--- src/rtl/array_22_arbiter_if.sv ---
// Request/response and SRAM-side bundle for the two-requester SRAM arbiter.
// slave = arbiter side; master = client logic plus the SRAM macro model.
interface array_22_arbiter_if #(
    parameter int ADDR_W = 8,
    parameter int DATA_W = 64
);
    logic              req0_valid;
    logic              req0_ready;
    logic              req0_wmode;
    logic [ADDR_W-1:0] req0_addr;
    logic [DATA_W-1:0] req0_wdata;
    logic              req1_valid;
    logic              req1_ready;
    logic              req1_wmode;
    logic [ADDR_W-1:0] req1_addr;
    logic [DATA_W-1:0] req1_wdata;
    logic              resp0_valid;
    logic              resp1_valid;
    logic [DATA_W-1:0] resp_data;
    logic              init_done;
    logic              sram_en;
    logic              sram_wmode;
    logic [ADDR_W-1:0] sram_addr;
    logic [DATA_W-1:0] sram_wdata;
    logic [DATA_W-1:0] sram_rdata;

    modport slave (
        input  req0_valid, req0_wmode, req0_addr, req0_wdata,
        input  req1_valid, req1_wmode, req1_addr, req1_wdata,
        input  sram_rdata,
        output req0_ready, req1_ready, resp0_valid, resp1_valid, resp_data,
        output init_done, sram_en, sram_wmode, sram_addr, sram_wdata
    );

    modport master (
        output req0_valid, req0_wmode, req0_addr, req0_wdata,
        output req1_valid, req1_wmode, req1_addr, req1_wdata,
        output sram_rdata,
        input  req0_ready, req1_ready, resp0_valid, resp1_valid, resp_data,
        input  init_done, sram_en, sram_wmode, sram_addr, sram_wdata
    );
endinterface

--- src/rtl/array_22_arbiter.sv ---
// Zero-fill initializer and round-robin two-requester arbiter for a single-port
// 1-cycle-latency SRAM macro.
//
// state  | meaning
// S_INIT | sweeping every entry to zero, requests blocked
// S_RUN  | round-robin arbitration between req0 and req1
module array_22_arbiter #(
    parameter int ADDR_W  = 8,
    parameter int DATA_W  = 64,
    parameter int DEPTH   = 256,
    parameter bit INIT_EN = 1'b1
) (
    input logic               RW0_clk,
    input logic               rst,
    array_22_arbiter_if.slave bus
);
    typedef enum logic {S_INIT, S_RUN} state_t;

    localparam logic [ADDR_W-1:0] LAST_ADDR   = ADDR_W'(DEPTH - 1);
    localparam state_t            RESET_STATE = INIT_EN ? S_INIT : S_RUN;

    state_t            state, state_nxt;
    logic [ADDR_W-1:0] init_cnt;
    logic              last_grant;
    logic              init_done;
    logic              resp0_valid, resp1_valid;

    logic              gnt0, gnt1;
    logic              sram_en, sram_wmode;
    logic [ADDR_W-1:0] sram_addr;
    logic [DATA_W-1:0] sram_wdata;

    always_ff @(posedge RW0_clk or posedge rst) begin
        if (rst) begin
            state       <= RESET_STATE;
            init_cnt    <= '0;
            last_grant  <= 1'b1;
            init_done   <= 1'b0;
            resp0_valid <= 1'b0;
            resp1_valid <= 1'b0;
        end else begin
            state     <= state_nxt;
            init_done <= (state_nxt == S_RUN);
            // DEPTH == 2**ADDR_W, so the last increment wraps the counter to 0
            if (state == S_INIT)
                init_cnt <= init_cnt + ADDR_W'(1);
            if (gnt0)
                last_grant <= 1'b0;
            else if (gnt1)
                last_grant <= 1'b1;
            resp0_valid <= gnt0 & ~bus.req0_wmode;
            resp1_valid <= gnt1 & ~bus.req1_wmode;
        end
    end

    always_comb begin
        state_nxt = state;
        if (state == S_INIT && init_cnt == LAST_ADDR)
            state_nxt = S_RUN;
    end

    // rst gates the combinational drive so the macro sees no access while reset is held
    always_comb begin
        gnt0       = 1'b0;
        gnt1       = 1'b0;
        sram_en    = 1'b0;
        sram_wmode = 1'b0;
        sram_addr  = '0;
        sram_wdata = '0;
        if (!rst) begin
            case (state)
                S_INIT: begin
                    sram_en    = 1'b1;
                    sram_wmode = 1'b1;
                    sram_addr  = init_cnt;
                end
                S_RUN: begin
                    gnt0 = bus.req0_valid & (~bus.req1_valid | last_grant);
                    gnt1 = bus.req1_valid & (~bus.req0_valid | ~last_grant);
                    if (gnt0) begin
                        sram_en    = 1'b1;
                        sram_wmode = bus.req0_wmode;
                        sram_addr  = bus.req0_addr;
                        sram_wdata = bus.req0_wdata;
                    end else if (gnt1) begin
                        sram_en    = 1'b1;
                        sram_wmode = bus.req1_wmode;
                        sram_addr  = bus.req1_addr;
                        sram_wdata = bus.req1_wdata;
                    end
                end
                default: ;
            endcase
        end
    end

    assign bus.req0_ready  = gnt0;
    assign bus.req1_ready  = gnt1;
    assign bus.resp0_valid = resp0_valid;
    assign bus.resp1_valid = resp1_valid;
    assign bus.resp_data   = bus.sram_rdata;
    assign bus.init_done   = init_done;
    assign bus.sram_en     = sram_en;
    assign bus.sram_wmode  = sram_wmode;
    assign bus.sram_addr   = sram_addr;
    assign bus.sram_wdata  = sram_wdata;
endmodule
--- src/flat_wrapper.sv ---
// flat-port wrapper written by rule: the top's interface ports become plain ports
module array_22_arbiter_flat 
#(
    parameter int ADDR_W  = 8,
    parameter int DATA_W  = 64,
    parameter int DEPTH   = 256,
    parameter bit INIT_EN = 1'b1
)
  (RW0_clk, rst, bus_req0_valid, bus_req0_wmode, bus_req0_addr, bus_req0_wdata, bus_req1_valid, bus_req1_wmode, bus_req1_addr, bus_req1_wdata, bus_sram_rdata, bus_req0_ready, bus_req1_ready, bus_resp0_valid, bus_resp1_valid, bus_resp_data, bus_init_done, bus_sram_en, bus_sram_wmode, bus_sram_addr, bus_sram_wdata);
  array_22_arbiter_if #(.ADDR_W(ADDR_W), .DATA_W(DATA_W)) bus_i ();
  input logic RW0_clk;
  input logic rst;
  input wire logic [$bits(bus_i.req0_valid)-1:0] bus_req0_valid;
  input wire logic [$bits(bus_i.req0_wmode)-1:0] bus_req0_wmode;
  input wire logic [$bits(bus_i.req0_addr)-1:0] bus_req0_addr;
  input wire logic [$bits(bus_i.req0_wdata)-1:0] bus_req0_wdata;
  input wire logic [$bits(bus_i.req1_valid)-1:0] bus_req1_valid;
  input wire logic [$bits(bus_i.req1_wmode)-1:0] bus_req1_wmode;
  input wire logic [$bits(bus_i.req1_addr)-1:0] bus_req1_addr;
  input wire logic [$bits(bus_i.req1_wdata)-1:0] bus_req1_wdata;
  input wire logic [$bits(bus_i.sram_rdata)-1:0] bus_sram_rdata;
  output wire logic [$bits(bus_i.req0_ready)-1:0] bus_req0_ready;
  output wire logic [$bits(bus_i.req1_ready)-1:0] bus_req1_ready;
  output wire logic [$bits(bus_i.resp0_valid)-1:0] bus_resp0_valid;
  output wire logic [$bits(bus_i.resp1_valid)-1:0] bus_resp1_valid;
  output wire logic [$bits(bus_i.resp_data)-1:0] bus_resp_data;
  output wire logic [$bits(bus_i.init_done)-1:0] bus_init_done;
  output wire logic [$bits(bus_i.sram_en)-1:0] bus_sram_en;
  output wire logic [$bits(bus_i.sram_wmode)-1:0] bus_sram_wmode;
  output wire logic [$bits(bus_i.sram_addr)-1:0] bus_sram_addr;
  output wire logic [$bits(bus_i.sram_wdata)-1:0] bus_sram_wdata;
  assign bus_i.req0_valid = bus_req0_valid;
  assign bus_i.req0_wmode = bus_req0_wmode;
  assign bus_i.req0_addr = bus_req0_addr;
  assign bus_i.req0_wdata = bus_req0_wdata;
  assign bus_i.req1_valid = bus_req1_valid;
  assign bus_i.req1_wmode = bus_req1_wmode;
  assign bus_i.req1_addr = bus_req1_addr;
  assign bus_i.req1_wdata = bus_req1_wdata;
  assign bus_i.sram_rdata = bus_sram_rdata;
  assign bus_req0_ready = bus_i.req0_ready;
  assign bus_req1_ready = bus_i.req1_ready;
  assign bus_resp0_valid = bus_i.resp0_valid;
  assign bus_resp1_valid = bus_i.resp1_valid;
  assign bus_resp_data = bus_i.resp_data;
  assign bus_init_done = bus_i.init_done;
  assign bus_sram_en = bus_i.sram_en;
  assign bus_sram_wmode = bus_i.sram_wmode;
  assign bus_sram_addr = bus_i.sram_addr;
  assign bus_sram_wdata = bus_i.sram_wdata;
  array_22_arbiter #(.ADDR_W(ADDR_W), .DATA_W(DATA_W), .DEPTH(DEPTH), .INIT_EN(INIT_EN)) u_core (.RW0_clk(RW0_clk), .rst(rst), .bus(bus_i));
endmodule
--- config.mk ---
export PLATFORM = sky130hd
export DESIGN_NAME = array_22_arbiter_flat
export DESIGN_NICKNAME = d
export VERILOG_FILES = /design/src/rtl/array_22_arbiter_if.sv /design/src/rtl/array_22_arbiter.sv /design/src/flat_wrapper.sv
export SDC_FILE = /design/constraint.sdc
export NUM_CORES = 1
export LEC_CHECK = 0
export CAP_MARGIN = 20
export CORE_AREA = 2 2 137 139
export CTS_CLUSTER_DIAMETER = 80
export DETAILED_ROUTE_END_ITERATION = 8
export DIE_AREA = 0 0 139 141
export GPL_ROUTABILITY_DRIVEN = 0
export PLACE_DENSITY = 0.46
export SLEW_MARGIN = 40
export SYNTH_ARGS = -nofsm -noshare
export SYNTH_HDL_FRONTEND = slang
export SYNTH_SLANG_ARGS = --single-unit
--- constraint.sdc ---
create_clock -name RW0_clk -period 1.61 [get_ports RW0_clk]
set_input_delay 0.322 -clock RW0_clk [delete_from_list [all_inputs] [get_ports RW0_clk]]
set_output_delay 0.322 -clock RW0_clk [all_outputs]
set_load 0.01 [all_outputs]
==> flow_summary.ini <==
[pwr]
seqPwrFrac_pct = 24.1
switching_share_pct = 20.79
clkPwrFrac_pct = 37.3
power_uw = 1255
leakagePower_uw = 0.002012
power_frac_comb_pct = 38.6
vdd_drop_max_uv = 258.0
p_int_uw = 994.4
p_switching_uw = 261.0
power_density_nw_per_um2 = 274.0

[clock_network]
cts_root_buf = clkbuf_16
cts_tree = done
cts_buffers = 3
clkLatencyLatePin_ns = 0.24
ctsHtreeMaxLevel = 1
hold_buffers = 0
clkSinkCount = 12
clkTransAtPathRegs_ns = 0.05
clockBufferDepth = 2

[cells_and_area]
drive_gt1_share_pct = 38.37
final_cell_area_um2 = 4582
layout.cells.non_filler = 664
area_delta_synth_final_pct = 141.7
nets = 646
diodes = 0

[routing]
drt_iter0_markers = 89
num_vias = 2574
wire_per_inst_um = 18.69
remaining_drc_errors = 0
antenna_left = 0
drt_pre_antenna_iters = 5
vias_per_cell = 3.877
finalWirelength_mm = 12.41

[place]
port_buffers = 228
hpwlAfterDp_mm = 8.769
dpl_cell_area_um2 = 4075
placedCellCount = 625

[synthesis]
ys_seq_area_share_pct = 15.91
ys_top_cells_by_count = a22o_1, buf_4, buf_2, dfrtp_1, nand2_1
post-synth-top-area-cell = a22o_1
synth_edf_count = 0
synth.avg_cell_area_um2 = 8.425
synth_cells = 225
yosys_warnings = 0
synth_area_leaders = a22o_1, buf_4, dfrtp_1
syn_area_um2 = 1896
synth_top_area_share_pct = 29.57
synth_ff_type = dfrtp_1
ys_types = 30
syn_nets = 440
async_reset_ff_share_pct = 100.0
yosys_register_bits = 12

[sta]
worst_hold_slack_ns = 0.4844
max-slew-margin-rel_pct = 80.78
fmax_mhz = 470.8
maxSlewViolCount = 0
setup-tns-final_ns = -30.83
min_period_ns = 2.124
skew_ns = 0.006093
rsz0062_at_grt = yes
worst_slew_pin_slew_ns = 0.2858
min_period_over_period_pct = 131.9
layout_setup_ws_ns = -0.5138
finalHoldViolCount = 0
setup_violations = 76

[grt]
grtUsageTotal_pct = 11.53
grt_pass1_wl_mm = 17.32
antenna_found_initial = 0
gr-total-overflow = 0
grt_start_max_net_pins = 20
first_global_vias = 2743

[worst_setup_path]
critPathMaxFanout = 7
worstPathRequired_ns = 1.29
path_cells = nand2b_4 -> and3_4 -> buf_12 -> buf_12 -> buf_8 -> a22o_1 -> buf_2
cpPeakStageDelay_ns = 0.54
critPathLaunchType = register
cp-end-kind = output port
r2r-start = u_core.last_grant
critical_path_class = register to output port
worst_ep_arrival_time_ns = 1.80
crit_path_start = u_core.last_grant
worst-path-buf-inv = 4
path_common_cell = buf_12
cpMaxStageDelayCell = dfstp_2
cpLargestDelayFamily = flip-flops

[status]
violations = negative setup slack
status = finished with violations

[worst_hold_path]
hp-class = input pin to asynchronous set/reset pin

[floorplanning]
rows = 50
die_w_um = 139
core-area_um2 = 18270
die_y_um = 141
ios = 357
start_util_pct = 10.38
die-area_um2 = 19600

[flow_run]
cap_violations = 0
logic make-up (layout without fill, tap and decap cells):
group | after synthesis | count (layout) | synth area share (%)
AO/OA/AOI/OAI | 78 | 78 | 35.51
XOR/XNOR | 7 | 7 | 3.234
buffers and inverters | 87 | 292 | 33.86
AND/OR/NAND/NOR | 39 | 39 | 10.23
flip-flops | 12 | 12 | 15.91
multiplexers | 1 | 1 | 0.5940
adder cells (fa/ha/maj) | 1 | 1 | 0.6600
cell usage in the layout, fill, tap and decap left out, drive strengths merged:
master and instances:
nor2 9, ha 1, nand3 7, clkdlybuf4s50 149, and2 1, a221o 2, nor2b 3, clkbuf 6
nand4 1, and3 3, dfstp 1, a31oi 1, nor3 1, mux2 1, a21boi 1, buf 131
nand2b 1, a311oi 6, xnor2 5, a22o 64, a21oi 3, nand4b 1, nand2 11, dlygate4sd2 4
dfrtp 11, and3b 1, xor2 2, inv 2, o31ai 1
worst register-to-register path, stage by stage, from the launching register on:
cell and delay [ns]:
dfstp_2 0.54, nand2b_4 0.13, and3_4 0.20, buf_4 0.12, buf_12 0.10, buf_12 0.12, buf_4 0.11, buf_4 0.10
nor2_1 0.04
worst paths after layout:
kind	cells after the start	slack, ns	end
worst max-delay path	7	-0.51	bus_sram_wdata[46]
worst min-delay path	4	0.48	u_core.bus.resp1_valid
worst max register to register	8	0.08	u_core.last_grant
worst min register to register	1	0.51	u_core.init_cnt[7]
max in group asynchronous	4	0.87	u_core.last_grant
min in group RW0_clk	1	0.51	u_core.init_cnt[7]
power by group through the flow:
stage	sequential [uW]	combinational (uW)	clock, uW
after detailed placement	307	450	0
after CTS	302	470	479
after global routing	302	509	496
after global placement	307	455	0
final	303	485	468
after floorplan	307	202	0
registers in the layout, indices dropped and copies added, names as in the netlist:
register,cells
u_core.bus.resp1_valid,1
u_core.bus.resp0_valid,1
u_core.state,1
u_core.last_grant,1
u_core.init_cnt,8
what timing repair did:
item | CTS | global route
setup buffers | 27 | 10
cloned | 7 | 2
setup endpoints to repair | 77 | 76
pin swaps | 39 | 17
gates resized for setup | 375 | 29
layer usage:
metal | part of all wire [%] | GRT usage [%] | vias to the layer above
met1 | 43 | 14.78 | 1212
met3 | 8.8 | 3.295 | 30
met4 | 1.3 | 2.764 | 0
met5 | 0 | 0 | -
li1 | - | - | 1181
met2 | 46 | 19.19 | 151
per-stage QoR:
stage               setup WS (ns)  util (%)
finish                    -0.5138     25.08
global route              -0.5638     25.08
CTS                       -0.5342     24.79
detailed placement        -0.9844     22.31
global placement          -0.9584     22.31
floorplan                 -0.1306         -
layout make-up:
cell class / instances / area [um^2]
fillers: 1973 / 13690
clock buffers: 4 / 78.83
repair buffers: 286 / 2768
flip-flops and latches: 12 / 301.5
inverters: 2 / 7.507
multi-input cells: 126 / 1134
well taps: 234 / 292.8
Note: power is estimated with default switching activity, not from simulation.
